`src/rtl/datapath_ctrl.sv`:
```
// Instruction-sequencing controller for a simple register-file/ALU datapath.
// Optional DPCTRL_ILLEGAL_TRAP_EN: illegal opcodes halt with a sticky err instead of retiring as a NOP.
module datapath_ctrl (
  input  logic        clk,
  input  logic        reset,
  input  logic        in_valid,
  input  logic [15:0] instr,
  output logic        in_ready,
  output logic        done,
  output logic        err,
  output logic [2:0]  readnum,
  output logic [2:0]  writenum,
  output logic        loada,
  output logic        loadb,
  output logic        loadc,
  output logic        loads,
  output logic        write,
  output logic        asel,
  output logic        bsel,
  output logic        vsel,
  output logic [1:0]  shift,
  output logic [1:0]  ALUop,
  output logic [15:0] datapath_in
);

  localparam int unsigned IW = 16;
  localparam int unsigned RW = 3;

  typedef enum logic [2:0] {IDLE, WRIMM, GETA, GETB, EXEC, WRITE, DONE, HALT} state_t;
  typedef enum logic [2:0] {K_ILL, K_MOVI, K_MOVR, K_ADD, K_CMP, K_AND, K_MVN} kind_t;

  // Classify an {opcode, op} pair.
  function automatic kind_t decode(input logic [4:0] opc);
    case (opc)
      5'b110_10: decode = K_MOVI;
      5'b110_00: decode = K_MOVR;
      5'b101_00: decode = K_ADD;
      5'b101_01: decode = K_CMP;
      5'b101_10: decode = K_AND;
      5'b101_11: decode = K_MVN;
      default:   decode = K_ILL;
    endcase
  endfunction

  state_t        state, state_nxt;
  logic [IW-1:0] ir;
  kind_t         in_kind, ir_kind;
  logic          take;

  assign in_kind = decode(instr[15:11]);
  assign ir_kind = decode(ir[15:11]);
  assign take    = in_valid && (state == IDLE);

  always_ff @(posedge clk or posedge reset) begin
    if (reset) begin
      state <= IDLE;
      ir    <= '0;
    end else begin
      state <= state_nxt;
      if (take) ir <= instr;
    end
  end

  // Next state and all outputs; outputs depend only on state and IR.
  always_comb begin
    state_nxt   = state;
    in_ready    = 1'b0;
    done        = 1'b0;
    err         = 1'b0;
    readnum     = '0;
    writenum    = '0;
    loada       = 1'b0;
    loadb       = 1'b0;
    loadc       = 1'b0;
    loads       = 1'b0;
    write       = 1'b0;
    asel        = 1'b0;
    bsel        = 1'b0;
    vsel        = 1'b0;
    shift       = '0;
    ALUop       = '0;
    datapath_in = '0;

    case (state)
      IDLE: begin
        in_ready = 1'b1;
        if (in_valid) begin
          case (in_kind)
            K_MOVI:              state_nxt = WRIMM;
            K_ADD, K_CMP, K_AND: state_nxt = GETA;
            K_MOVR, K_MVN:       state_nxt = GETB;
`ifdef DPCTRL_ILLEGAL_TRAP_EN
            default:             state_nxt = HALT;
`else
            default:             state_nxt = DONE;
`endif
          endcase
        end
      end
      WRIMM: begin
        writenum    = RW'(ir[10:8]);
        vsel        = 1'b1;
        write       = 1'b1;
        datapath_in = IW'({{8{ir[7]}}, ir[7:0]});
        state_nxt   = DONE;
      end
      GETA: begin
        readnum   = RW'(ir[10:8]);
        loada     = 1'b1;
        state_nxt = GETB;
      end
      GETB: begin
        readnum   = RW'(ir[2:0]);
        loadb     = 1'b1;
        state_nxt = EXEC;
      end
      EXEC: begin
        shift     = ir[4:3];
        loadc     = 1'b1;
        asel      = (ir_kind == K_MOVR) || (ir_kind == K_MVN);
        ALUop     = (ir_kind == K_MOVR) ? 2'b00 : ir[12:11];
        loads     = (ir_kind == K_CMP);
        state_nxt = (ir_kind == K_CMP) ? DONE : WRITE;
      end
      WRITE: begin
        writenum  = RW'(ir[7:5]);
        write     = 1'b1;
        state_nxt = DONE;
      end
      DONE: begin
        done      = 1'b1;
        state_nxt = IDLE;
      end
      HALT: begin
`ifdef DPCTRL_ILLEGAL_TRAP_EN
        err = 1'b1;
`endif
        state_nxt = HALT;
      end
      default: state_nxt = IDLE;
    endcase
  end

endmodule
```
`config.mk`:
```
export PLATFORM = sky130hd
export DESIGN_NAME = datapath_ctrl
export DESIGN_NICKNAME = d
export VERILOG_FILES = /design/src/rtl/datapath_ctrl.sv
export SDC_FILE = /design/constraint.sdc
export NUM_CORES = 1
export LEC_CHECK = 0
export BUFFER_PORTS_ARGS = -buffer_cell sky130_fd_sc_hd__buf_2
export CAP_MARGIN = 5
export CORE_MARGIN = 2
export CORE_UTILIZATION = 45
export DETAILED_ROUTE_END_ITERATION = 10
export GPL_TIMING_DRIVEN = 0
export PLACE_DENSITY = 0.82
export RECOVER_POWER = 25
export SYNTH_ARGS = -nofsm -noshare
export SYNTH_HDL_FRONTEND = slang
export SYNTH_SLANG_ARGS = --single-unit
```
`constraint.sdc`:
```
create_clock -name clk -period 2.2 [get_ports clk]
set_clock_uncertainty 0.1 [all_clocks]
set_input_delay 0.11 -clock clk [delete_from_list [all_inputs] [get_ports clk]]
set_output_delay 0.11 -clock clk [all_outputs]
set_load 0.005 [all_outputs]
```
==> results.py, run 1 <==
metrics = {
    "final_layout": {
        "drive_gt1_share_pct": 44.5,
        "area_delta_synth_final_pct": 43.7,
        "instances_no_fill": 221,
        "final_nets": 211,
        "n_antenna_cell": 0,
    },
    "routing": {
        "ant_nets": 0,
        "vias": 1103,
        "avgViaCountPerCell": 4.99,
        "wl_per_cell_um": 14.0,
        "dr.pass1.iters": 4,
        "drt-initial-drc-count": 15,
        "drc": 0,
        "totalWireLength_mm": 3.08,
    },
    "placed_design": {
        "dp_hpwl_mm": 2.16,
        "place_ws_ps": 275,
        "place.gp.congestion": 0.908,
        "place_inst": 200,
        "io_buffers": 53,
    },
    "synthesis": {
        "syn_area_per_cell_um2": 10.1,
        "synth_top_area_share_pct": 40.7,
        "seq_area_frac_synth_pct": 40.7,
        "synthFlopType": "dfrtp_1",
        "synth_async_sr_flop_share_pct": 100,
        "syn-cell-area_um2": 1170,
        "ys_ff_latch": 19,
        "synthCells": 116,
        "synth.largest_area_cell": "dfrtp_1",
        "yosysUniqueCellTypes": 30,
        "ys.warnings.count": 0,
        "synth_edf_count": 0,
        "synth_area_leaders": "dfrtp_1, mux2_2, and2_1",
    },
    "clocking": {
        "cts_root_buf": "clkbuf_4",
        "clock-sinks": 19,
        "cts_setup_buffers": 0,
        "clk_path_buf_depth": 2,
        "cts_made_buffers": 3,
        "clkLatencyLatePin_ps": 310,
        "path_clk_slew_ps": 110,
        "htreeDepth": 1,
        "tritoncts": "built",
    },
    "run_status": {
        "outcome": "finished clean",
    },
    "global_route": {
        "globalRoute.busiestLayer": "met2",
        "use_met1_pct": 28.6,
        "use_met3_pct": 2.69,
        "grt_first_pass_wirelength_mm": 4.87,
        "grt_pass1_vias": 1055,
        "grt.total_usage_pct": 23.1,
        "antenna_found_initial": 0,
        "grt_max_degree": 20,
        "overflow": 0,
        "grt_util_met2_pct": 41.7,
    },
    "hold_path": {
        "min_path_cells": 3,
        "hold_class": "in -> reg",
    },
    "floorplan": {
        "io_pins": 56,
        "initial_core_util_pct": 47.2,
        "core_area_um2": 2480,
        "die_w_um": 55.0,
        "die_area_um2": 3020,
        "die_y_um": 55.0,
        "num_rows": 18,
    },
    "critical_path": {
        "critPathKind": "reg -> out",
        "crit_arrival_ps": 1890,
        "r2r.worst_path.cells": 3,
        "end_kind": "output pin",
        "critPathRequiredTime_ps": 1990,
        "path_depth": 3,
        "path_buf_inv": 1,
        "path_max_fanout": 7,
        "cp-start-kind": "flop",
        "crit_family": "simple AND/OR/NAND/NOR gates",
        "max_stage_delay_ps": 700,
        "crit_chain": "nor3b_1 -> and4_1 -> buf_2",
        "crit_slowest_cell": "nor3b_1",
        "ff2ff_setup_slack_ps": 300,
    },
    "sta": {
        "drv_slew": 0,
        "maxSlewHeadroom_pct": 47.0,
        "fin_tns_setup_ps": 0,
        "finalSetupViolCount": 0,
        "finalHoldViolCount": 0,
        "fmax_mhz": 475,
        "fin_ws_ps": 96.7,
        "final.period_utilization_pct": 95.6,
        "tightest_slew_ps": 793,
        "rsz0062_at_grt": "false",
        "min_period_ps": 2100,
    },
    "pwr": {
        "p_per_area_nw_per_um2": 1070,
        "power_leakage_nw": 0.908,
        "power_mw": 1.80,
        "ir_drop_mv": 0.736,
    },
    "flow_run": {
        "maxCapViolCount": 0,
    },
}
-- flip-flops by register name (all words and copies together), names as in the netlist --
register and flops:
ir 16, state 3
-- area by class of cell --
cell class | count | area (um^2)
fillers | 217 | 798
flip-flops and latches | 19 | 475
multi-input cells | 79 | 587
clock buffers | 4 | 26.3
inverters | 5 | 18.8
repair buffers | 70 | 435
plain buffers | 14 | 98.8
well taps | 30 | 37.5
-- worst register-to-register path: stages, from the launching register on --
cell and delay [ps]:
dfrtp_1 450, nor4b_4 650, buf_6 240, mux2_2 350
-- routing by layer --
layer / share of wire [%] / wire length (um)
met1: 40 / 1230
met2: 55 / 1680
met3: 4.4 / 135
met4: 1.3 / 39
met5: 0 / 0
-- where the power goes --
part           switching (mW)  internal [mW]
Sequential              0.162          0.527
Clock                   0.111         0.0709
Combinational           0.440          0.492
Total                   0.713           1.09
-- final timing paths --
path	from	end
hold reg to reg	ir[3]$_DFFE_PP0P_	ir[3]$_DFFE_PP0P_
hold / removal	in_valid	state[0]$_DFFE_PP0P_
setup reg to reg	state[0]$_DFFE_PP0P_	ir[0]$_DFFE_PP0P_
max in group asynchronous	reset	ir[7]$_DFFE_PP0P_
min in group asynchronous	reset	ir[3]$_DFFE_PP0P_
setup / recovery	state[2]$_DFFE_PP0P_	loads
-- timing repair --
action	4_1_cts	5_1_grt
hold buffers	17	0
setup endpoints to repair	8	9
gates resized for setup	1	1
endpoints found under the hold margin	35	0
-- stage by stage --
| step | instance area [um^2] | utilization (%) | hold slack (ps) |
|---|---|---|---|
| finish | 1680 | 67.8 | 20.8 |
| detailed placement | 1480 | 59.5 | 172 |
| global placement | 1480 | 59.5 | 155 |
| floorplan | 1170 | - | -38.9 |
| CTS | 1670 | 67.6 | 20.1 |
| global route | 1680 | 67.8 | 41.5 |
-- synth_stat cells, drive strengths merged (2+ instances only) --
master  number
dfrtp       19
mux2        15
nor2        14
and2        12
buf         12
mux2i        6
inv          5
nand2        3
nand2b       3
o21ai        3
a21oi        2
and3         2
clkbuf       2
nor2b        2
nor3         2
nor3b        2
nor4b        2
-- placed cells by master, fill, tap and decap left out, types with 3 or more instances in the layout --
| master | count |
|---|---|
| mux2i_1 | 6 |
| nor2_1 | 13 |
| buf_2 | 54 |
| clkbuf_1 | 3 |
| and2_1 | 12 |
| nand2_1 | 3 |
| inv_1 | 5 |
| mux2_2 | 15 |
| o21ai_0 | 3 |
| nand2b_1 | 3 |
| clkbuf_4 | 3 |
| buf_4 | 10 |
| dlygate4sd3_1 | 17 |
| dfrtp_1 | 19 |
-- cells by family (layout without fill, tap and decap cells) --
group	count (synthesis)	after routing	share of synthesized area, %
other	1	2	0.321
flip-flops	19	19	40.7
AND/OR/NAND/NOR	46	46	23.3
buffers and inverters	19	93	10.1
multiplexers	21	21	19.6
AO/OA/AOI/OAI	10	10	6.00
(Power assumes the default switching activity.)
==> run 2, diff against run 1 <==
--- a/config.mk
+++ b/config.mk
@@ -7,11 +7,10 @@
 export LEC_CHECK = 0
 export BUFFER_PORTS_ARGS = -buffer_cell sky130_fd_sc_hd__buf_2
 export CAP_MARGIN = 5
-export CORE_MARGIN = 2
-export CORE_UTILIZATION = 45
+export CORE_UTILIZATION = 40
 export DETAILED_ROUTE_END_ITERATION = 10
 export GPL_TIMING_DRIVEN = 0
-export PLACE_DENSITY = 0.82
+export PLACE_DENSITY = 0.75
 export RECOVER_POWER = 25
 export SYNTH_ARGS = -nofsm -noshare
 export SYNTH_HDL_FRONTEND = slang
==> results.py, run 2 (same netlist as run 1, synthesis figures left out) <==
metrics = {
    "run_status": {
        "outcome": "finished clean",
    },
    "floorplan": {
        "num_rows": 19,
        "die_w_um": 56.1,
        "initial_core_util_pct": 42.4,
        "core_area_um2": 2760,
        "die_area_um2": 3140,
        "io_pins": 56,
        "die_y_um": 56.1,
    },
    "global_route": {
        "grt_first_pass_wirelength_mm": 4.82,
        "antenna_found_initial": 0,
        "grt_pass1_vias": 1062,
        "overflow": 0,
        "grt_max_degree": 20,
        "grt.total_usage_pct": 19.2,
    },
    "critical_path": {
        "r2r_end": "ir[5]$_DFFE_PP0P_",
        "end_kind": "output pin",
        "path_max_fanout": 9,
        "crit_chain": "nand2b_1 -> nor2_4 -> and2_1 -> buf_4 -> buf_2",
        "crit_arrival_ps": 1850,
        "critPathKind": "reg -> out",
        "max_stage_delay_ps": 440,
        "crit_slowest_cell": "dfrtp_1",
        "ff2ff_setup_slack_ps": 340,
        "crit_family": "simple AND/OR/NAND/NOR gates",
        "cp-start-kind": "flop",
        "critPathRequiredTime_ps": 1990,
        "r2r.worst_path.cells": 3,
        "reg2reg_from": "state[0]$_DFFE_PP0P_",
        "path_buf_inv": 2,
    },
    "clocking": {
        "cts_made_buffers": 3,
        "clk_path_buf_depth": 2,
        "clock-sinks": 19,
        "htreeDepth": 1,
        "cts_root_buf": "clkbuf_4",
        "clkLatencyLatePin_ps": 300,
        "tritoncts": "built",
        "path_clk_slew_ps": 110,
    },
    "pwr": {
        "swShare_pct": 39.3,
        "power_mw": 1.79,
        "p_int_mw": 1.09,
        "ir_drop_mv": 0.708,
        "power_leakage_nw": 0.904,
        "power_frac_seq_pct": 38.4,
        "p_switching_mw": 0.703,
        "p_comb_share_pct": 51.5,
        "p_clk_share_pct": 10.1,
        "p_per_area_nw_per_um2": 1070,
    },
    "placed_design": {
        "place.gp.congestion": 0.841,
        "place_inst": 201,
        "io_buffers": 53,
        "dp_hpwl_mm": 2.00,
    },
    "hold_path": {
        "min_path_cells": 2,
        "hold_start": "instr[15]",
        "hold_class": "in -> reg",
        "hold_end": "ir[15]$_DFFE_PP0P_",
    },
    "final_layout": {
        "final_nets": 210,
        "final_common_cell": "buf_2",
        "multiInputGateArea_um2": 587,
        "top_register": "ir",
        "num-fill-cells": 224,
        "post-route-util_pct": 60.6,
        "largest_reg_flops": 16,
        "n_antenna_cell": 0,
        "drive_gt1_share_pct": 44.7,
        "area_delta_synth_final_pct": 42.9,
        "instances_no_fill": 221,
        "layout_common_cells": "buf_2, dfrtp_1, dlygate4sd3_1",
        "seq_area_um2": 475,
        "reg_top3": "ir x16, state x3",
    },
    "routing": {
        "drt-initial-drc-count": 16,
        "drc": 0,
        "vias": 1075,
        "avgViaCountPerCell": 4.86,
        "dr.pass1.iters": 4,
        "ant_nets": 0,
        "totalWireLength_mm": 2.88,
        "wl_per_cell_um": 13.0,
    },
    "sta": {
        "finalHoldViolCount": 0,
        "rsz0062_at_grt": "false",
        "min_period_ps": 2060,
        "finalSetupViolCount": 0,
        "final.period_utilization_pct": 93.4,
        "maxSlewHeadroom_pct": 50.4,
        "tightest_slew_ps": 743,
        "drv_slew": 0,
        "fmax_mhz": 486,
        "fin_tns_setup_ps": 0,
    },
    "flow_run": {
        "maxCapViolCount": 0,
    },
}
[run 2: cell count changes in the layout (fill, tap and decap cells not counted), sizes merged]
cell         change
dlygate4sd3      -1
[run 2: worst max path at each step]
stage | from | end | slack, ps | cells past startpoint
2_1_floorplan | state[0]$_DFFE_PP0P_ | ir[0]$_DFFE_PP0P_ | 550 | 3
3_3_place_gp | state[1]$_DFFE_PP0P_ | datapath_in[12] | 330 | 5
3_5_place_dp | state[1]$_DFFE_PP0P_ | datapath_in[12] | 270 | 5
4_1_cts | state[1]$_DFFE_PP0P_ | datapath_in[9] | 70 | 5
5_1_grt | state[1]$_DFFE_PP0P_ | datapath_in[10] | 40 | 5
6_report | state[1]$_DFFE_PP0P_ | datapath_in[9] | 140 | 5
[run 2: through the flow]
stage	worst slack, ps	cell area (um^2)	hold slack (ps)
6_report	144	1670	2.27
5_1_grt	42.6	1670	-0.703
4_1_cts	72.4	1670	3.39
3_5_place_dp	275	1480	163
3_3_place_gp	328	1480	151
2_1_floorplan	546	1170	-38.9
[run 2: power groups by stage]
stage / Combinational, mW / Sequential (mW) / Clock [mW]
6_report: 0.921 / 0.688 / 0.181
5_1_grt: 1.01 / 0.724 / 0.194
4_1_cts: 0.912 / 0.686 / 0.175
3_5_place_dp: 0.881 / 0.694 / 0
3_3_place_gp: 0.862 / 0.675 / 0
2_1_floorplan: 0.622 / 0.648 / 0
[run 2: per-layer routing]
metal / routed length, um / vias to the layer above / global-route usage (%)
li1: - / 537 / -
met1: 1220 / 501 / 22.7
met2: 1460 / 32 / 34.9
met3: 149 / 5 / 3.26
met4: 44 / 0 / 6.62
met5: 0 / - / 0
[run 2: area by class of cell]
| type | instances | area share, % |
|---|---|---|
| Buffer | 14 | 5.92 |
| Clock buffer | 4 | 1.57 |
| Timing Repair Buffer | 69 | 25.5 |
| Sequential cell | 19 | 28.5 |
| Inverter | 5 | 1.12 |
| Multi-Input combinational cell | 79 | 35.1 |
| Tap cell | 31 | 2.32 |
[run 2: what timing repair did]
action,4_1_cts,5_1_grt
hold endpoints to repair,34,0
hold buffers,16,0
resized for setup,1,1
endpoints found under the setup margin,8,8
setup buffers,0,0
